===== src/rtl/hazard_pkg.sv =====
// Shared types for the EXE-stage hazard / forwarding controller.
//   fwd_sel_t  : operand forward source (regfile, MEM, WB)
//   reg_cls_t  : register class encoding (integer, float)
//   hz_state_t : multicycle-stall FSM states
//   clsWidth() : width of a register-class field for a given class count
package hazard_pkg;

    typedef enum logic [1:0] {
        FWD_RF  = 2'b00,
        FWD_MEM = 2'b01,
        FWD_WB  = 2'b10
    } fwd_sel_t;

    typedef enum logic {
        CLS_INT = 1'b0,
        CLS_FP  = 1'b1
    } reg_cls_t;

    typedef enum logic {
        IDLE,
        FP_BUSY
    } hz_state_t;

    // A single-class pipeline still carries a 1-bit class field.
    function automatic int unsigned clsWidth(input int unsigned n);
        return (n > 1) ? $clog2(n) : 1;
    endfunction

endpackage


===== src/rtl/hazard_ctrl_if.sv =====
// Pipeline-side bundle of the hazard controller.
//   master : pipeline datapath (drives EXE/MEM/WB info, consumes controls/operands)
//   slave  : hazard_ctrl
// Inputs : EXE sources/classes, validE, multiE, redirectE, MEM/WB destination info,
//          operand candidates RD1E/RD2E/ALUResultM/WD3W.
// Outputs: SrcAE/WriteDataE, forwardAE/BE, stallF/D/E, bubbleM, flushD/E, fpDoneE.
interface hazard_ctrl_if
    import hazard_pkg::*;
#(
    parameter int unsigned XLEN   = 32,
    parameter int unsigned REG_AW = 5,
    parameter int unsigned NCLS   = 2
);
    localparam int unsigned CW = clsWidth(NCLS);

    logic [REG_AW-1:0] Rs1E, Rs2E;
    logic [CW-1:0]     Rs1ClsE, Rs2ClsE;
    logic              validE, multiE, redirectE;
    logic [REG_AW-1:0] RdM, RdW;
    logic [CW-1:0]     RdClsM, RdClsW;
    logic              RegWriteM, isLoadM, RegWriteW;
    logic [XLEN-1:0]   RD1E, RD2E, ALUResultM, WD3W;

    logic [XLEN-1:0]   SrcAE, WriteDataE;
    logic [1:0]        forwardAE, forwardBE;
    logic              stallF, stallD, stallE, bubbleM;
    logic              flushD, flushE, fpDoneE;

    modport master (
        output Rs1E, Rs2E, Rs1ClsE, Rs2ClsE, validE, multiE, redirectE,
               RdM, RdClsM, RegWriteM, isLoadM, RdW, RdClsW, RegWriteW,
               RD1E, RD2E, ALUResultM, WD3W,
        input  SrcAE, WriteDataE, forwardAE, forwardBE,
               stallF, stallD, stallE, bubbleM, flushD, flushE, fpDoneE
    );

    modport slave (
        input  Rs1E, Rs2E, Rs1ClsE, Rs2ClsE, validE, multiE, redirectE,
               RdM, RdClsM, RegWriteM, isLoadM, RdW, RdClsW, RegWriteW,
               RD1E, RD2E, ALUResultM, WD3W,
        output SrcAE, WriteDataE, forwardAE, forwardBE,
               stallF, stallD, stallE, bubbleM, flushD, flushE, fpDoneE
    );

endinterface


===== src/rtl/hazard_ctrl_operand_hold.sv =====
// operand_hold: 3:1 forward mux for one EXE operand plus a capture register
// that freezes the resolved value across a stall window.
//   clk, rst   : clock, async active-low reset
//   sel        : forward source
//   rfVal/memVal/wbVal : candidates
//   capture    : stall cycle in which this operand is not waiting on a load
//   clear      : EXE advances or is flushed
//   operand    : held value while holdValid, else live mux output
//   holdValid  : capture register owns the operand
module operand_hold
    import hazard_pkg::*;
#(
    parameter int unsigned XLEN = 32
) (
    input  logic            clk,
    input  logic            rst,
    input  fwd_sel_t        sel,
    input  logic [XLEN-1:0] rfVal,
    input  logic [XLEN-1:0] memVal,
    input  logic [XLEN-1:0] wbVal,
    input  logic            capture,
    input  logic            clear,
    output logic [XLEN-1:0] operand,
    output logic            holdValid
);
    logic [XLEN-1:0] muxOut;
    logic [XLEN-1:0] held;

    always_comb begin
        muxOut = rfVal;
        unique case (sel)
            FWD_MEM: muxOut = memVal;
            FWD_WB:  muxOut = wbVal;
            default: muxOut = rfVal;
        endcase
    end

    // Only the first eligible stall cycle captures; later stall cycles keep
    // it, since MEM/WB have moved on by then.
    always_ff @(posedge clk or negedge rst) begin
        if (!rst) begin
            holdValid <= 1'b0;
            held      <= '0;
        end else if (clear) begin
            holdValid <= 1'b0;
        end else if (capture && !holdValid) begin
            holdValid <= 1'b1;
            held      <= muxOut;
        end
    end

    assign operand = holdValid ? held : muxOut;

endmodule


===== src/rtl/hazard_ctrl.sv =====
// hazard_ctrl: EXE-side forwarding, load-use / multicycle-FP stall, redirect
// flush and operand-hold controller.
//   clk  : clock, rising edge
//   rst  : asynchronous active-low reset
//   bus  : hazard_ctrl_if.slave (pipeline info in, controls and operands out)
// Parameters: XLEN, REG_AW, NCLS (class 0 = integer, x0 hardwired), FP_LAT.
module hazard_ctrl
    import hazard_pkg::*;
#(
    parameter int unsigned XLEN   = 32,
    parameter int unsigned REG_AW = 5,
    parameter int unsigned NCLS   = 2,
    parameter int unsigned FP_LAT = 3
) (
    input  logic         clk,
    input  logic         rst,
    hazard_ctrl_if.slave bus
);
    localparam int unsigned CW   = clsWidth(NCLS);
    localparam int unsigned CNTW = $clog2(FP_LAT) + 1;
    localparam logic [CNTW-1:0] CNT_START = CNTW'((FP_LAT > 1) ? FP_LAT - 2 : 0);

    function automatic logic regMatch(input logic              we,
                                      input logic [REG_AW-1:0] rd,
                                      input logic [CW-1:0]     rdCls,
                                      input logic [REG_AW-1:0] rs,
                                      input logic [CW-1:0]     rsCls);
        return we && (rd == rs) && (rdCls == rsCls) &&
               !((rsCls == CW'(CLS_INT)) && (rs == '0));
    endfunction

    logic      memA, memB, wbA, wbB, loadUse;
    fwd_sel_t  selA, selB;
    hz_state_t state, nextState;
    logic [CNTW-1:0] cnt, nextCnt;
    logic      fpStall, fpDone, stall, flush;
    logic      holdValidA, holdValidB;

    assign memA = regMatch(bus.RegWriteM, bus.RdM, bus.RdClsM, bus.Rs1E, bus.Rs1ClsE);
    assign memB = regMatch(bus.RegWriteM, bus.RdM, bus.RdClsM, bus.Rs2E, bus.Rs2ClsE);
    assign wbA  = regMatch(bus.RegWriteW, bus.RdW, bus.RdClsW, bus.Rs1E, bus.Rs1ClsE);
    assign wbB  = regMatch(bus.RegWriteW, bus.RdW, bus.RdClsW, bus.Rs2E, bus.Rs2ClsE);

    assign selA = (memA && !bus.isLoadM) ? FWD_MEM : (wbA ? FWD_WB : FWD_RF);
    assign selB = (memB && !bus.isLoadM) ? FWD_MEM : (wbB ? FWD_WB : FWD_RF);

    assign loadUse = bus.isLoadM && (memA || memB);

    always_ff @(posedge clk or negedge rst) begin
        if (!rst) begin
            state <= IDLE;
            cnt   <= '0;
        end else begin
            state <= nextState;
            cnt   <= nextCnt;
        end
    end

    // The first FP stall cycle is spent in IDLE, so FP_BUSY counts down the
    // remaining FP_LAT-2 stall cycles and then spends one cycle releasing.
    always_comb begin
        nextState = state;
        nextCnt   = cnt;
        fpStall   = 1'b0;
        fpDone    = 1'b0;
        if (rst) begin
            unique case (state)
                IDLE: begin
                    if (!loadUse && bus.validE && bus.multiE) begin
                        if (FP_LAT > 1) begin
                            fpStall   = 1'b1;
                            nextCnt   = CNT_START;
                            nextState = FP_BUSY;
                        end else begin
                            fpDone = 1'b1;
                        end
                    end
                end
                FP_BUSY: begin
                    if (cnt != '0) begin
                        fpStall = 1'b1;
                        nextCnt = cnt - 1'b1;
                    end else begin
                        fpDone    = 1'b1;
                        nextState = IDLE;
                    end
                end
            endcase
        end
    end

    assign stall = rst && (loadUse || fpStall);
    assign flush = rst && bus.redirectE && !stall;

    assign bus.stallF  = stall;
    assign bus.stallD  = stall;
    assign bus.stallE  = stall;
    assign bus.bubbleM = stall;
    assign bus.flushD  = flush;
    assign bus.flushE  = flush;
    assign bus.fpDoneE = fpDone;

    operand_hold #(.XLEN(XLEN)) holdA (
        .clk       (clk),
        .rst       (rst),
        .sel       (selA),
        .rfVal     (bus.RD1E),
        .memVal    (bus.ALUResultM),
        .wbVal     (bus.WD3W),
        .capture   (stall && !(bus.isLoadM && memA)),
        .clear     (!stall || flush),
        .operand   (bus.SrcAE),
        .holdValid (holdValidA)
    );

    operand_hold #(.XLEN(XLEN)) holdB (
        .clk       (clk),
        .rst       (rst),
        .sel       (selB),
        .rfVal     (bus.RD2E),
        .memVal    (bus.ALUResultM),
        .wbVal     (bus.WD3W),
        .capture   (stall && !(bus.isLoadM && memB)),
        .clear     (!stall || flush),
        .operand   (bus.WriteDataE),
        .holdValid (holdValidB)
    );

    assign bus.forwardAE = holdValidA ? FWD_RF : selA;
    assign bus.forwardBE = holdValidB ? FWD_RF : selB;

endmodule

===== src/flat_wrapper.sv =====
// flat-port wrapper written by rule: the top's interface ports become plain ports
module hazard_ctrl_flat import hazard_pkg::*;
#(
    parameter int unsigned XLEN   = 32,
    parameter int unsigned REG_AW = 5,
    parameter int unsigned NCLS   = 2,
    parameter int unsigned FP_LAT = 3
)
  (clk, rst, bus_Rs1E, bus_Rs2E, bus_Rs1ClsE, bus_Rs2ClsE, bus_validE, bus_multiE, bus_redirectE, bus_RdM, bus_RdClsM, bus_RegWriteM, bus_isLoadM, bus_RdW, bus_RdClsW, bus_RegWriteW, bus_RD1E, bus_RD2E, bus_ALUResultM, bus_WD3W, bus_SrcAE, bus_WriteDataE, bus_forwardAE, bus_forwardBE, bus_stallF, bus_stallD, bus_stallE, bus_bubbleM, bus_flushD, bus_flushE, bus_fpDoneE);
  hazard_ctrl_if #(.XLEN(XLEN), .REG_AW(REG_AW), .NCLS(NCLS)) bus_i ();
  input  logic clk;
  input  logic rst;
  input wire logic [$bits(bus_i.Rs1E)-1:0] bus_Rs1E;
  input wire logic [$bits(bus_i.Rs2E)-1:0] bus_Rs2E;
  input wire logic [$bits(bus_i.Rs1ClsE)-1:0] bus_Rs1ClsE;
  input wire logic [$bits(bus_i.Rs2ClsE)-1:0] bus_Rs2ClsE;
  input wire logic [$bits(bus_i.validE)-1:0] bus_validE;
  input wire logic [$bits(bus_i.multiE)-1:0] bus_multiE;
  input wire logic [$bits(bus_i.redirectE)-1:0] bus_redirectE;
  input wire logic [$bits(bus_i.RdM)-1:0] bus_RdM;
  input wire logic [$bits(bus_i.RdClsM)-1:0] bus_RdClsM;
  input wire logic [$bits(bus_i.RegWriteM)-1:0] bus_RegWriteM;
  input wire logic [$bits(bus_i.isLoadM)-1:0] bus_isLoadM;
  input wire logic [$bits(bus_i.RdW)-1:0] bus_RdW;
  input wire logic [$bits(bus_i.RdClsW)-1:0] bus_RdClsW;
  input wire logic [$bits(bus_i.RegWriteW)-1:0] bus_RegWriteW;
  input wire logic [$bits(bus_i.RD1E)-1:0] bus_RD1E;
  input wire logic [$bits(bus_i.RD2E)-1:0] bus_RD2E;
  input wire logic [$bits(bus_i.ALUResultM)-1:0] bus_ALUResultM;
  input wire logic [$bits(bus_i.WD3W)-1:0] bus_WD3W;
  output wire logic [$bits(bus_i.SrcAE)-1:0] bus_SrcAE;
  output wire logic [$bits(bus_i.WriteDataE)-1:0] bus_WriteDataE;
  output wire logic [$bits(bus_i.forwardAE)-1:0] bus_forwardAE;
  output wire logic [$bits(bus_i.forwardBE)-1:0] bus_forwardBE;
  output wire logic [$bits(bus_i.stallF)-1:0] bus_stallF;
  output wire logic [$bits(bus_i.stallD)-1:0] bus_stallD;
  output wire logic [$bits(bus_i.stallE)-1:0] bus_stallE;
  output wire logic [$bits(bus_i.bubbleM)-1:0] bus_bubbleM;
  output wire logic [$bits(bus_i.flushD)-1:0] bus_flushD;
  output wire logic [$bits(bus_i.flushE)-1:0] bus_flushE;
  output wire logic [$bits(bus_i.fpDoneE)-1:0] bus_fpDoneE;
  assign bus_i.Rs1E = bus_Rs1E;
  assign bus_i.Rs2E = bus_Rs2E;
  assign bus_i.Rs1ClsE = bus_Rs1ClsE;
  assign bus_i.Rs2ClsE = bus_Rs2ClsE;
  assign bus_i.validE = bus_validE;
  assign bus_i.multiE = bus_multiE;
  assign bus_i.redirectE = bus_redirectE;
  assign bus_i.RdM = bus_RdM;
  assign bus_i.RdClsM = bus_RdClsM;
  assign bus_i.RegWriteM = bus_RegWriteM;
  assign bus_i.isLoadM = bus_isLoadM;
  assign bus_i.RdW = bus_RdW;
  assign bus_i.RdClsW = bus_RdClsW;
  assign bus_i.RegWriteW = bus_RegWriteW;
  assign bus_i.RD1E = bus_RD1E;
  assign bus_i.RD2E = bus_RD2E;
  assign bus_i.ALUResultM = bus_ALUResultM;
  assign bus_i.WD3W = bus_WD3W;
  assign bus_SrcAE = bus_i.SrcAE;
  assign bus_WriteDataE = bus_i.WriteDataE;
  assign bus_forwardAE = bus_i.forwardAE;
  assign bus_forwardBE = bus_i.forwardBE;
  assign bus_stallF = bus_i.stallF;
  assign bus_stallD = bus_i.stallD;
  assign bus_stallE = bus_i.stallE;
  assign bus_bubbleM = bus_i.bubbleM;
  assign bus_flushD = bus_i.flushD;
  assign bus_flushE = bus_i.flushE;
  assign bus_fpDoneE = bus_i.fpDoneE;
  hazard_ctrl #(.XLEN(XLEN), .REG_AW(REG_AW), .NCLS(NCLS), .FP_LAT(FP_LAT)) u_core (.clk(clk), .rst(rst), .bus(bus_i));
endmodule

===== config.mk =====
export PLATFORM = sky130hd
export DESIGN_NAME = hazard_ctrl_flat
export DESIGN_NICKNAME = d
export VERILOG_FILES = /design/src/rtl/hazard_pkg.sv /design/src/rtl/hazard_ctrl_if.sv /design/src/rtl/hazard_ctrl_operand_hold.sv /design/src/rtl/hazard_ctrl.sv /design/src/flat_wrapper.sv
export SDC_FILE = /design/constraint.sdc
export NUM_CORES = 1
export LEC_CHECK = 0
export BUFFER_PORTS_ARGS = -buffer_cell sky130_fd_sc_hd__buf_2
export CORE_MARGIN = 2
export CORE_UTILIZATION = 49
export DETAILED_ROUTE_END_ITERATION = 7
export HOLD_SLACK_MARGIN = 0.12
export PLACE_DENSITY = 0.82
export SLEW_MARGIN = 20
export SYNTH_ARGS = -nofsm -noshare
export SYNTH_HDL_FRONTEND = slang
export SYNTH_SLANG_ARGS = --single-unit

===== constraint.sdc =====
create_clock -name clk -period 2.8 [get_ports clk]
set_input_delay 0.28 -clock clk [delete_from_list [all_inputs] [get_ports clk]]
set_output_delay 0.28 -clock clk [all_outputs]
set_load 0.05 [all_outputs]

==> results.json <==
{
  "status": "finished clean",
  "drt_pre_antenna_iters": 4,
  "first_global_vias": 5023,
  "critPathKind": "input port to primary output",
  "peakVddDrop_v": 0.000386,
  "crit_fanout": 20,
  "grt_pass1_wl_mm": 23.7,
  "syn_area_per_cell_sq_um": 9.31,
  "synth_cell_types": 43,
  "drt_iter0_markers": 242,
  "num_antenna_cells": 0,
  "leakagePower_uw": 0.00388,
  "synth-main-ff-cell": "dfrtp_1",
  "period_share": 0.991,
  "via_per_inst": 5.24,
  "finalHoldViolCount": 0,
  "dp_hpwl_mm": 12.0,
  "synth_area_leaders": "dfrtp_1 32%, mux2i_1 24%, mux2_2 12%",
  "clkTransAtPathRegs_ns": 0.06,
  "fin_skew_ns": 0.0138,
  "layout_commonest_cell": "buf_2",
  "async_flop_share": 1.00,
  "min_path_type": "input port to register",
  "drive_gt1_frac": 0.457,
  "ctsHtreeMaxLevel": 3,
  "die_x_microns": 109,
  "post_cts_buffers": 0,
  "clk_latency_ns": 0.33,
  "clock_power_share": 0.127,
  "gp_congestion": 0.863,
  "yosysTopAreaCell": "dfrtp_1",
  "p_comb_frac": 0.531,
  "grt_antenna_before_repair": 0,
  "coreArea_sq_um": 10800,
  "intPower_uw": 2790,
  "layout_min_cycle_time_ns": 2.77,
  "end_kind": "primary output",
  "route.detailed.drc": 0,
  "dp_slack_ns": 0.0283,
  "place_inst": 941,
  "cts_tree": "built",
  "max-slew-margin-rel": 0.523,
  "maxCapViolations": 0,
  "io_pins": 235,
  "cp.required_ns": 2.52,
  "numCtsBuffers": 9,
  "final_cell_area_sq_um": 7160,
  "cts_buffer_depth": 2,
  "ant_nets": 0,
  "synth_edf_count": 0,
  "cts_root_buffer": "clkbuf_8",
  "synth_area_sq_um": 5440,
  "setup_viol": 0,
  "grt_usage": 0.255,
  "switching_share": 0.483,
  "synth_fp_nets": 747,
  "grt-ovfl-total": 0,
  "start_kind": "input port",
  "power_switching_uw": 2610,
  "yosys_warnings": 0,
  "fin_tns_setup_ns": 0,
  "syn_inst": 585,
  "via_count": 5024,
  "worst_slew_pin_slew_ns": 0.716,
  "yosysTopAreaCellShare": 0.322,
  "final_cell_mix": "216 x buf_2, 123 x mux2i_1, 74 x inv_1",
  "rows": 38,
  "wl_per_cell_microns": 16.0,
  "syn_to_final_growth_pct": 31.6,
  "cellPowerDensity_nw_per_um2": 754,
  "finalNetCount": 975,
  "rsz0062_at_grt": "true",
  "initial_core_util": 0.502,
  "seq_area_frac_synth": 0.322,
  "port_buffers": 234,
  "drv_slew": 0,
  "p_seq_frac": 0.342,
  "fmax_mhz": 360,
  "grt_max_degree": 46,
  "wirelength_mm": 15.3,
  "ys_ff_latch": 70,
  "clock-sinks": 70,
  "place_area_sq_um": 6930,
  "die-area_sq_um": 12000,
  "arrival_ns": 2.49,
  "holdWs_ns": 0.248,
  "layout_setup_ws_ns": 0.0255,
  "die_h_microns": 109,
  "fin_cells": 958
}
==> metal layers <==
layer	routed length, microns	vias up	track usage
met5	0	-	0
met4	238	0	0.0805
met3	933	20	0.0557
met2	7610	181	0.442
met1	6560	2363	0.315
li1	-	2460	-
==> worst max-delay path, cell delays in order <==
cell,delay [ns]
buf_2,0.11
xnor2_1,0.18
nand3_1,0.10
or4b_4,0.53
or3_2,0.49
buf_12,0.20
mux2i_1,0.30
o21ai_2,0.08
clkbuf_4,0.22
==> area by class of cell <==
cell class / count / area (sq um)
Clock buffer: 12 / 135
Clock inverter: 4 / 23.8
Fill cell: 899 / 3680
Inverter: 74 / 278
Multi-Input combinational cell: 401 / 3320
Sequential cell: 70 / 1750
Tap cell: 140 / 175
Timing Repair Buffer: 257 / 1480
==> metrics by stage <==
stage / utilization / total power, uW
floorplan: - / 3960
global placement: 0.639 / 4620
detailed placement: 0.639 / 4700
CTS: 0.655 / 5400
global route: 0.661 / 5780
finish: 0.661 / 5400
==> cells by family (layout without fill, tap and decap cells) <==
kind of cell / Yosys count / in the layout / synth area share
compound gates: 82 / 82 / 0.0864
xor+xnor: 21 / 21 / 0.0352
mux: 193 / 193 / 0.370
simple gates: 103 / 103 / 0.0869
fa+ha+maj: 2 / 2 / 0.00460
flops: 70 / 70 / 0.322
buf+inv: 114 / 347 / 0.0956
==> cells in the mapped netlist, types with 2 or more instances <==
cell type / n
dfrtp_1: 70
mux2_1: 7
clkbuf_1: 20
mux2_2: 57
xor2_1: 17
and3_1: 3
buf_2: 5
inv_1: 74
o21ai_1: 43
nor4_1: 5
nand2_1: 69
nor2_1: 5
xnor2_1: 3
a211oi_1: 5
buf_6: 5
nand3_1: 4
nor3_1: 3
mux2i_1: 129
buf_8: 3
or3_1: 3
nand4_1: 3
o21ai_0: 23
a21oi_1: 3
buf_1: 3
ha_1: 2
buf_4: 4
==> final timing paths <==
| kind | start | to | slack (ns) | cells after the start |
|---|---|---|---|---|
| max reg2reg | u_core.cnt[0] | u_core.holdA.held[7] | 0.57 | 8 |
| min reg2reg | u_core.cnt[1] | u_core.cnt[1] | 0.50 | 1 |
| max in group asynchronous | rst | u_core.holdA.holdValid | 1.78 | 3 |
| max | bus_Rs1ClsE | bus_SrcAE[3] | 0.03 | 9 |
| min in group asynchronous | rst | u_core.holdB.held[30] | 0.52 | 3 |
| min | bus_isLoadM | u_core.holdA.holdValid | 0.25 | 2 |
==> what timing repair did <==
item | in CTS | in global routing
endpoints found under the hold margin | 70 | 0
hold buffers | 1 | 0
resized for setup | 0 | 25
setup endpoints to repair | 0 | 21
==> sequential cells by signal (all words and copies together) (netlist names) <==
| signal | cells |
|---|---|
| u_core.holdA.held | 32 |
| u_core.holdB.holdValid | 1 |
| u_core.cnt | 3 |
| u_core.state | 1 |
| u_core.holdA.holdValid | 1 |
| u_core.holdB.held | 32 |
==> power by group through the flow <==
stage / Sequential (uW) / Clock (uW) / Combinational (uW)
6_report: 1850 / 686 / 2870
5_1_grt: 1910 / 756 / 3110
4_1_cts: 1840 / 708 / 2850
3_5_place_dp: 1860 / 0 / 2840
3_3_place_gp: 1840 / 0 / 2780
2_1_floorplan: 1730 / 0 / 2230
Power figures use the tool's default switching activity.
